File: config.mk
export PLATFORM = sky130hd
export DESIGN_NAME = parser_seg_collect
export DESIGN_NICKNAME = d
export VERILOG_FILES = /design/src/rtl/parser_seg_collect.sv
export SDC_FILE = /design/constraint.sdc
export NUM_CORES = 2
export LEC_CHECK = 0
export CAP_MARGIN = 20
export CELL_PAD_IN_SITES_DETAIL_PLACEMENT = 1
export CELL_PAD_IN_SITES_GLOBAL_PLACEMENT = 1
export CORE_AREA = 2 2 619 621
export CTS_CLUSTER_DIAMETER = 50
export DETAILED_ROUTE_END_ITERATION = 16
export DIE_AREA = 0 0 621 623
export PLACE_DENSITY = 0.41
export SLEW_MARGIN = 40
export SYNTH_ARGS = -nofsm -noshare
export SYNTH_HDL_FRONTEND = slang
export SYNTH_SLANG_ARGS = --single-unit
export TNS_END_PERCENT = 50
File: constraint.sdc
create_clock -name axis_clk -period 4.61 [get_ports axis_clk]
set_clock_uncertainty 0.1 [all_clocks]
set_input_delay 0.922 -clock axis_clk [delete_from_list [all_inputs] [get_ports axis_clk]]
set_output_delay 0.922 -clock axis_clk [all_outputs]
set_load 0.03 [all_outputs]
File: src/rtl/parser_seg_collect.sv
// Captures the first C_NUM_SEGS beats of each AXIS packet as a header block for the parser, then drains the rest.
// Optional build macro PARSER_SEG_KEEP_MASK_EN: zero captured bytes whose tkeep bit is low.
module parser_seg_collect #(
   parameter int C_AXIS_DATA_WIDTH  = 256,
   parameter int C_AXIS_TUSER_WIDTH = 128,
   parameter int C_NUM_SEGS         = 4,
   parameter int C_VLANID_WIDTH     = 12
) (
   input  logic                                    axis_clk,
   input  logic                                    aresetn,
   input  logic [C_AXIS_DATA_WIDTH-1:0]            s_axis_tdata,
   input  logic [C_AXIS_DATA_WIDTH/8-1:0]          s_axis_tkeep,
   input  logic [C_AXIS_TUSER_WIDTH-1:0]           s_axis_tuser,
   input  logic                                    s_axis_tvalid,
   input  logic                                    s_axis_tlast,
   output logic                                    s_axis_tready,
   output logic [C_NUM_SEGS*C_AXIS_DATA_WIDTH-1:0] tdata_segs,
   output logic [C_AXIS_TUSER_WIDTH-1:0]           tuser_1st,
   output logic                                    segs_valid,
   input  logic                                    segs_ready,
   output logic [C_VLANID_WIDTH-1:0]               vlan_id
);

   localparam int C_KEEP_WIDTH = C_AXIS_DATA_WIDTH / 8;
   localparam int C_IDX_WIDTH  = $clog2(C_NUM_SEGS);
   localparam logic [C_IDX_WIDTH-1:0] C_LAST_IDX = C_IDX_WIDTH'(C_NUM_SEGS - 1);

   typedef enum logic [1:0] {
      IDLE    = 2'd0,
      COLLECT = 2'd1,
      OUTPUT  = 2'd2,
      DRAIN   = 2'd3
   } state_t;

   state_t                        r_state;
   logic [C_IDX_WIDTH-1:0]        r_idx;
   logic                          r_pkt_done;
   logic                          r_segs_valid;
   logic [C_AXIS_TUSER_WIDTH-1:0] r_tuser_1st;
   logic [C_VLANID_WIDTH-1:0]     r_vlan_id;

   logic                          w_accept;
   logic                          w_release;
   logic [C_AXIS_DATA_WIDTH-1:0]  w_beat;

   assign s_axis_tready = aresetn && (r_state != OUTPUT);
   assign w_accept      = s_axis_tvalid && s_axis_tready;
   // segs_ready only means something while a header block is being offered
   assign w_release     = r_segs_valid && segs_ready;

`ifdef PARSER_SEG_KEEP_MASK_EN
   genvar gi;
   for (gi = 0; gi < C_KEEP_WIDTH; gi++) begin : g_keep_mask
      assign w_beat[gi*8 +: 8] = s_axis_tkeep[gi] ? s_axis_tdata[gi*8 +: 8] : 8'h00;
   end
`else
   logic w_unused_keep;
   assign w_unused_keep = ^s_axis_tkeep;
   assign w_beat        = s_axis_tdata;
`endif

   genvar gs;
   for (gs = 0; gs < C_NUM_SEGS; gs++) begin : g_seg
      logic [C_AXIS_DATA_WIDTH-1:0] r_seg;
      logic                         w_we;

      if (gs == 0) begin : g_first
         assign w_we = w_accept && (r_state == IDLE);
      end else begin : g_rest
         assign w_we = w_accept && (r_state == COLLECT) && (r_idx == C_IDX_WIDTH'(gs));
      end

      // Cleared on release so a later short packet reads zero in unused slots
      always_ff @(posedge axis_clk) begin
         if (!aresetn || w_release) begin
            r_seg <= '0;
         end else if (w_we) begin
            r_seg <= w_beat;
         end
      end

      assign tdata_segs[gs*C_AXIS_DATA_WIDTH +: C_AXIS_DATA_WIDTH] = r_seg;
   end

   always_ff @(posedge axis_clk) begin
      if (!aresetn) begin
         r_state      <= IDLE;
         r_idx        <= '0;
         r_pkt_done   <= 1'b0;
         r_segs_valid <= 1'b0;
         r_tuser_1st  <= '0;
         r_vlan_id    <= '0;
      end else begin
         case (r_state)
            IDLE: begin
               if (w_accept) begin
                  r_tuser_1st <= s_axis_tuser;
                  r_vlan_id   <= s_axis_tdata[116 +: C_VLANID_WIDTH];
                  r_idx       <= C_IDX_WIDTH'(1);
                  if (s_axis_tlast) begin
                     r_state      <= OUTPUT;
                     r_pkt_done   <= 1'b1;
                     r_segs_valid <= 1'b1;
                  end else begin
                     r_state    <= COLLECT;
                     r_pkt_done <= 1'b0;
                  end
               end
            end
            COLLECT: begin
               if (w_accept) begin
                  if (s_axis_tlast) begin
                     r_state      <= OUTPUT;
                     r_pkt_done   <= 1'b1;
                     r_segs_valid <= 1'b1;
                  end else if (r_idx == C_LAST_IDX) begin
                     r_state      <= OUTPUT;
                     r_pkt_done   <= 1'b0;
                     r_segs_valid <= 1'b1;
                  end else begin
                     r_idx <= r_idx + C_IDX_WIDTH'(1);
                  end
               end
            end
            OUTPUT: begin
               if (w_release) begin
                  r_state      <= r_pkt_done ? IDLE : DRAIN;
                  r_segs_valid <= 1'b0;
                  r_pkt_done   <= 1'b0;
                  r_idx        <= '0;
                  r_tuser_1st  <= '0;
                  r_vlan_id    <= '0;
               end
            end
            DRAIN: begin
               if (w_accept && s_axis_tlast) begin
                  r_state <= IDLE;
               end
            end
            default: r_state <= IDLE;
         endcase
      end
   end

   assign tuser_1st  = r_tuser_1st;
   assign segs_valid = r_segs_valid;
   assign vlan_id    = r_vlan_id;

endmodule
Word-level counts from Yosys, hierarchy flattened
Index checks and enable logic that the tools add are counted.
{ "totals": {"output_inout_bits": 1166, "latch_bits": 0, "in_bits": 421, "wordCells": 79, "ram_bits": 0, "mem_bits_ro": 0, "mem_count": 0, "ff_bits": 1170} }
{ "op_classes": {"n_lt_le_gt_ge": 0, "n_div": 0, "mux": 34, "n_eq_ne": 15, "shifts": 0, "reduce_logical": 19, "multipliers": 0, "n_bitwise": 0, "n_addsub": 1} }
{ "op_table": {"columns": ["op", "count"], "rows": [
  ["two-way mux 128 bit", 2],
  ["case mux 128 bit (2 select lines)", 1],
  ["two-way mux 2 bit", 13],
  ["two-way mux 12 bit", 2],
  ["case mux 12 bit (2 select lines)", 1],
  ["!= test 2 bit (second input constant)", 8],
  ["AND reduction 6 bit", 2],
  ["two-way mux 1 bit", 11],
  ["AND reduction 5 bit", 2],
  ["logical AND 1 bit", 9],
  ["equality test 2 bit (second input constant)", 4],
  ["case mux 2 bit (4 select lines)", 1],
  ["case mux 1 bit (3 select lines)", 2],
  ["case mux 2 bit (3 select lines)", 1],
  ["equality test 2 x 1 -> 1 bit (second input constant)", 2],
  ["!= test 3 x 2 -> 1 bit (second input constant)", 1],
  ["AND reduction 3 bit", 1],
  ["nonzero test 3 bit", 1],
  ["adder 2 x 1 -> 2 bit (second input constant)", 1],
  ["zero test 2 bit", 1],
  ["nonzero test 2 bit", 1],
  ["zero test 1 bit", 1],
  ["logical OR 1 bit", 1]
]} }

Longest topological paths before layout
{ "depth": {"word_depth": 6, "depth_mapped": 10, "depth_no_buf": 6} }

Worst setup path before layout
Ideal clock, no wire load.
{ "synth_timing": {"kind": "input to output", "startpoint": "input aresetn", "endpoint": "output s_axis_tready", "path_slack_ps": 2005, "arrival_time_ps": 1583, "path_stages": 2, "path_cell_list": "buf_4 > nor2b_1"} }
{ "synth_via": {"elab_chain_len": 1} }
{ "synth_lines": {"columns": ["item", "line", "text"], "rows": [
  ["from (decl)", "10", "input logic aresetn,"],
  ["logical AND 1 bit", "46", "assign s_axis_tready = aresetn && (r_state != OUTPUT);"],
  ["to (decl)", "16", "output logic s_axis_tready,"]
]} }
Every way passes these cells.

Worst setup path after layout
{ "layout_timing": {"startpoint": "register r_state[0]", "endpoint": "output s_axis_tready"} }
{ "layout_via": {"elab_chain_len": 2} }
{ "layout_lines": {"columns": ["item", "line", "text"], "rows": [
  ["from (decl)", "35", "state_t r_state;"],
  ["from (signal assigned)", "127", "r_state <= r_pkt_done ? IDLE : DRAIN;"],
  ["!= test 2 bit", "46", null],
  ["logical AND 1 bit", "46", null]
]} }
Every way passes these cells.

==> impl_metrics.env <==
export IMPL_clkTransAtPathRegs_ns=0.05
export IMPL_syn_inst=5121
export IMPL_synth_cell_types=36
export IMPL_syn_area_per_cell_um2=8.189
export IMPL_netlist_area_um2=41930
export IMPL_vias=42760
export IMPL_initial_utilization_pct=11.02
export IMPL_final_setup_viol_count=0
export IMPL_ys_warn_count=0
export IMPL_synth_area_leader_cell="dfxtp_1"
export IMPL_hold_violations=0
export IMPL_cap_violations=0
export IMPL_portBuffers=1554
export IMPL_drive_gt1_share_pct=8.244
export IMPL_syn_nets=5551
export IMPL_critPathRequiredTime_ns=3.59
export IMPL_synthFlopType="dfxtp_1"
export IMPL_hp_class="input pin to register"
export IMPL_regArea_um2=23420
export IMPL_crit_arrival_ns=2.90
export IMPL_postCtsResizedCells=0
export IMPL_coreArea_um2=380600
export IMPL_grt_pass1_vias=43164
export IMPL_dp_cells=11421
export IMPL_worstSetupEndpointType="output port"
export IMPL_fp_dieW_um=621
export IMPL_status="finished, final reports clean"
export IMPL_cts_root_buf="clkbuf_16"
export IMPL_drc=0
export IMPL_htreeDepth=4
export IMPL_p_leak_nw=22.62
export IMPL_drt_iter0_drc=2064
export IMPL_drt_pre_antenna_iters=5
export IMPL_area_growth_synth_to_final_pct=69.28
export IMPL_yosys_top_cells_count="2068 x nand2_1, 1170 x dfxtp_1, 1135 x a21oi_1"
export IMPL_grt_pass1_wl_um=401000
export IMPL_async_flop_share_pct=0
export IMPL_slew_violations=0
export IMPL_relSlewSlack_pct=38.04
export IMPL_ant_nets=0
export IMPL_die_area_um2=386900
export IMPL_cts_sinks=1170
export IMPL_multi_input_area_um2=15960
export IMPL_startpoint_type="register"
export IMPL_vdd_drop_max_v=0.0003105
export IMPL_cp_max_fo=56
export IMPL_gp_congestion=0.8778
export IMPL_final_area_um2=70990
export IMPL_tritoncts_num_buffers=229
export IMPL_setup_tns_ns=0
export IMPL_antenna_found_initial=71
export IMPL_finalCritPeriodShare_pct=84.99
export IMPL_nFillCells=44503
export IMPL_rows=227
export IMPL_fin_ws_ns=0.6922
export IMPL_dpl_cell_area_um2=62670
export IMPL_fin_crit_ns=3.918
export IMPL_fp_dieH_um=623
export IMPL_worst_slew_pin_transition_ns=0.9294
export IMPL_holdBufCountCts=0
export IMPL_overflow=0
export IMPL_clk_path_buf_depth=4
export IMPL_synth_edf_count=0
export IMPL_hpwl_um=233700
export IMPL_pre_cts_ws_ns=0.8019
export IMPL_seq_area_frac_synth_pct=55.86
export IMPL_wl_um=302700
export IMPL_postCtsSetupBuffers=0
export IMPL_ios=1587
export IMPL_synth_seq_cells=1170
export IMPL_rsz0062_at_grt="false"
export IMPL_insertion_delay_ns=0.89
export IMPL_finalNonFillerCells=11877
export IMPL_yosysMostFrequentCell="nand2_1"
export IMPL_synth_area_leaders="dfxtp_1 56%, nand2_1 19%, a21oi_1 14%, nor3b_1 2.3%, buf_6 2.1%"
export IMPL_grt_max_degree=112
export IMPL_wire_per_inst_um=25.48
export IMPL_grtUsageTotal_pct=14.96
export IMPL_max_freq_mhz=255.2
export IMPL_routed_via_density=3.600
export IMPL_cts_tree="built"
export IMPL_synth_top_area_share_pct=55.86
export IMPL_power_density_nw_per_um2=495.6
export IMPL_setup_worst_path_class="register to output port"
export IMPL_nets=7044
[state kept, by name, indices dropped and copies added (netlist names)]
register,flops
g_seg.r_seg,1024
tuser_1st,128
vlan_id,12
r_idx,2
r_state,2
r_pkt_done,1
segs_valid,1
[kinds of logic after synthesis]
logic type | Yosys count | synth area share [%]
multiplexers | 3 | 0.07161
adder cells (fa/ha/maj) | 9 | 0.2685
buffers and inverters | 411 | 6.278
flip-flops | 1170 | 55.86
AO/OA/AOI/OAI | 1182 | 14.44
AND/OR/NAND/NOR | 2346 | 23.09
[power by group]
| part | switching, mW | internal (mW) |
|---|---|---|
| sequential | 0.346 | 10.7 |
| combinational | 4.13 | 1.91 |
| clock | 6.37 | 11.8 |
[layout by cell type (no fill, tap or decap), drive strengths merged]
cell type	instances
and3b	1
inv	28
nor3b	130
clkinvlp	25
dfxtp	1170
nand2	2069
clkbuf	280
diode	34
bufinv	38
nand3b	1
o21ai	6
o22a	1
a21boi	13
or3	1
o31ai	1
mux2i	3
nand4b	3
buf	128
ha	9
nor2	2
a31o	1
clkinv	57
nand3	3
nand2b	2
and2	1
a21oi	1155
and3	3
o31a	1
nor2b	130
o211ai	3
clkdlybuf4s50	1539
a2111oi	1
[critical path, cell delays in order, from the launching register on]
cell and delay (ns):
dfxtp_1 0.35, inv_1 0.15, ha_4 0.63, nor2b_1 0.19, clkdlybuf4s50_1 0.69
[worst paths after layout]
| check | start | to | slack (ns) | depth (start not counted) |
|---|---|---|---|---|
| setup / recovery | r_state[0] | s_axis_tready | 0.69 | 4 |
| setup reg to reg | r_state[0] | g_seg[3].r_seg[174] | 1.33 | 7 |
| hold reg to reg | g_seg[1].r_seg[124] | g_seg[1].r_seg[124] | 0.35 | 2 |
| hold / removal | aresetn | r_state[1] | 0.35 | 3 |
[per-stage QoR]
step	total power [mW]	utilization, %	hold slack (ns)
2_1_floorplan	14.12	-	0.3667
3_3_place_gp	17.35	16.47	0.3429
3_5_place_dp	17.40	16.47	0.3468
4_1_cts	35.93	18.63	0.2277
5_1_grt	36.65	18.64	0.2753
6_report	35.18	18.65	0.3473
[per-layer routing]
metal  global-route usage, %  routed length [um]  share of wire [%]
met5                       0                 341               0.11
met1                   17.06              120900                 40
met2                   26.82              152000                 50
met3                   4.150               19060                6.3
met4                   4.721               10430                3.4
[final cells by class]
cell class / instances / share of cell area, %
Sequential cell: 1170 / 33.00
Timing Repair Buffer: 1667 / 23.88
Multi-Input combinational cell: 3540 / 22.49
Tap cell: 5038 / 8.880
Clock buffer: 280 / 8.783
Clock inverter: 142 / 2.827
Antenna cell: 34 / 0.1199
Inverter: 6 / 0.03173
(Power assumes the default switching activity.)
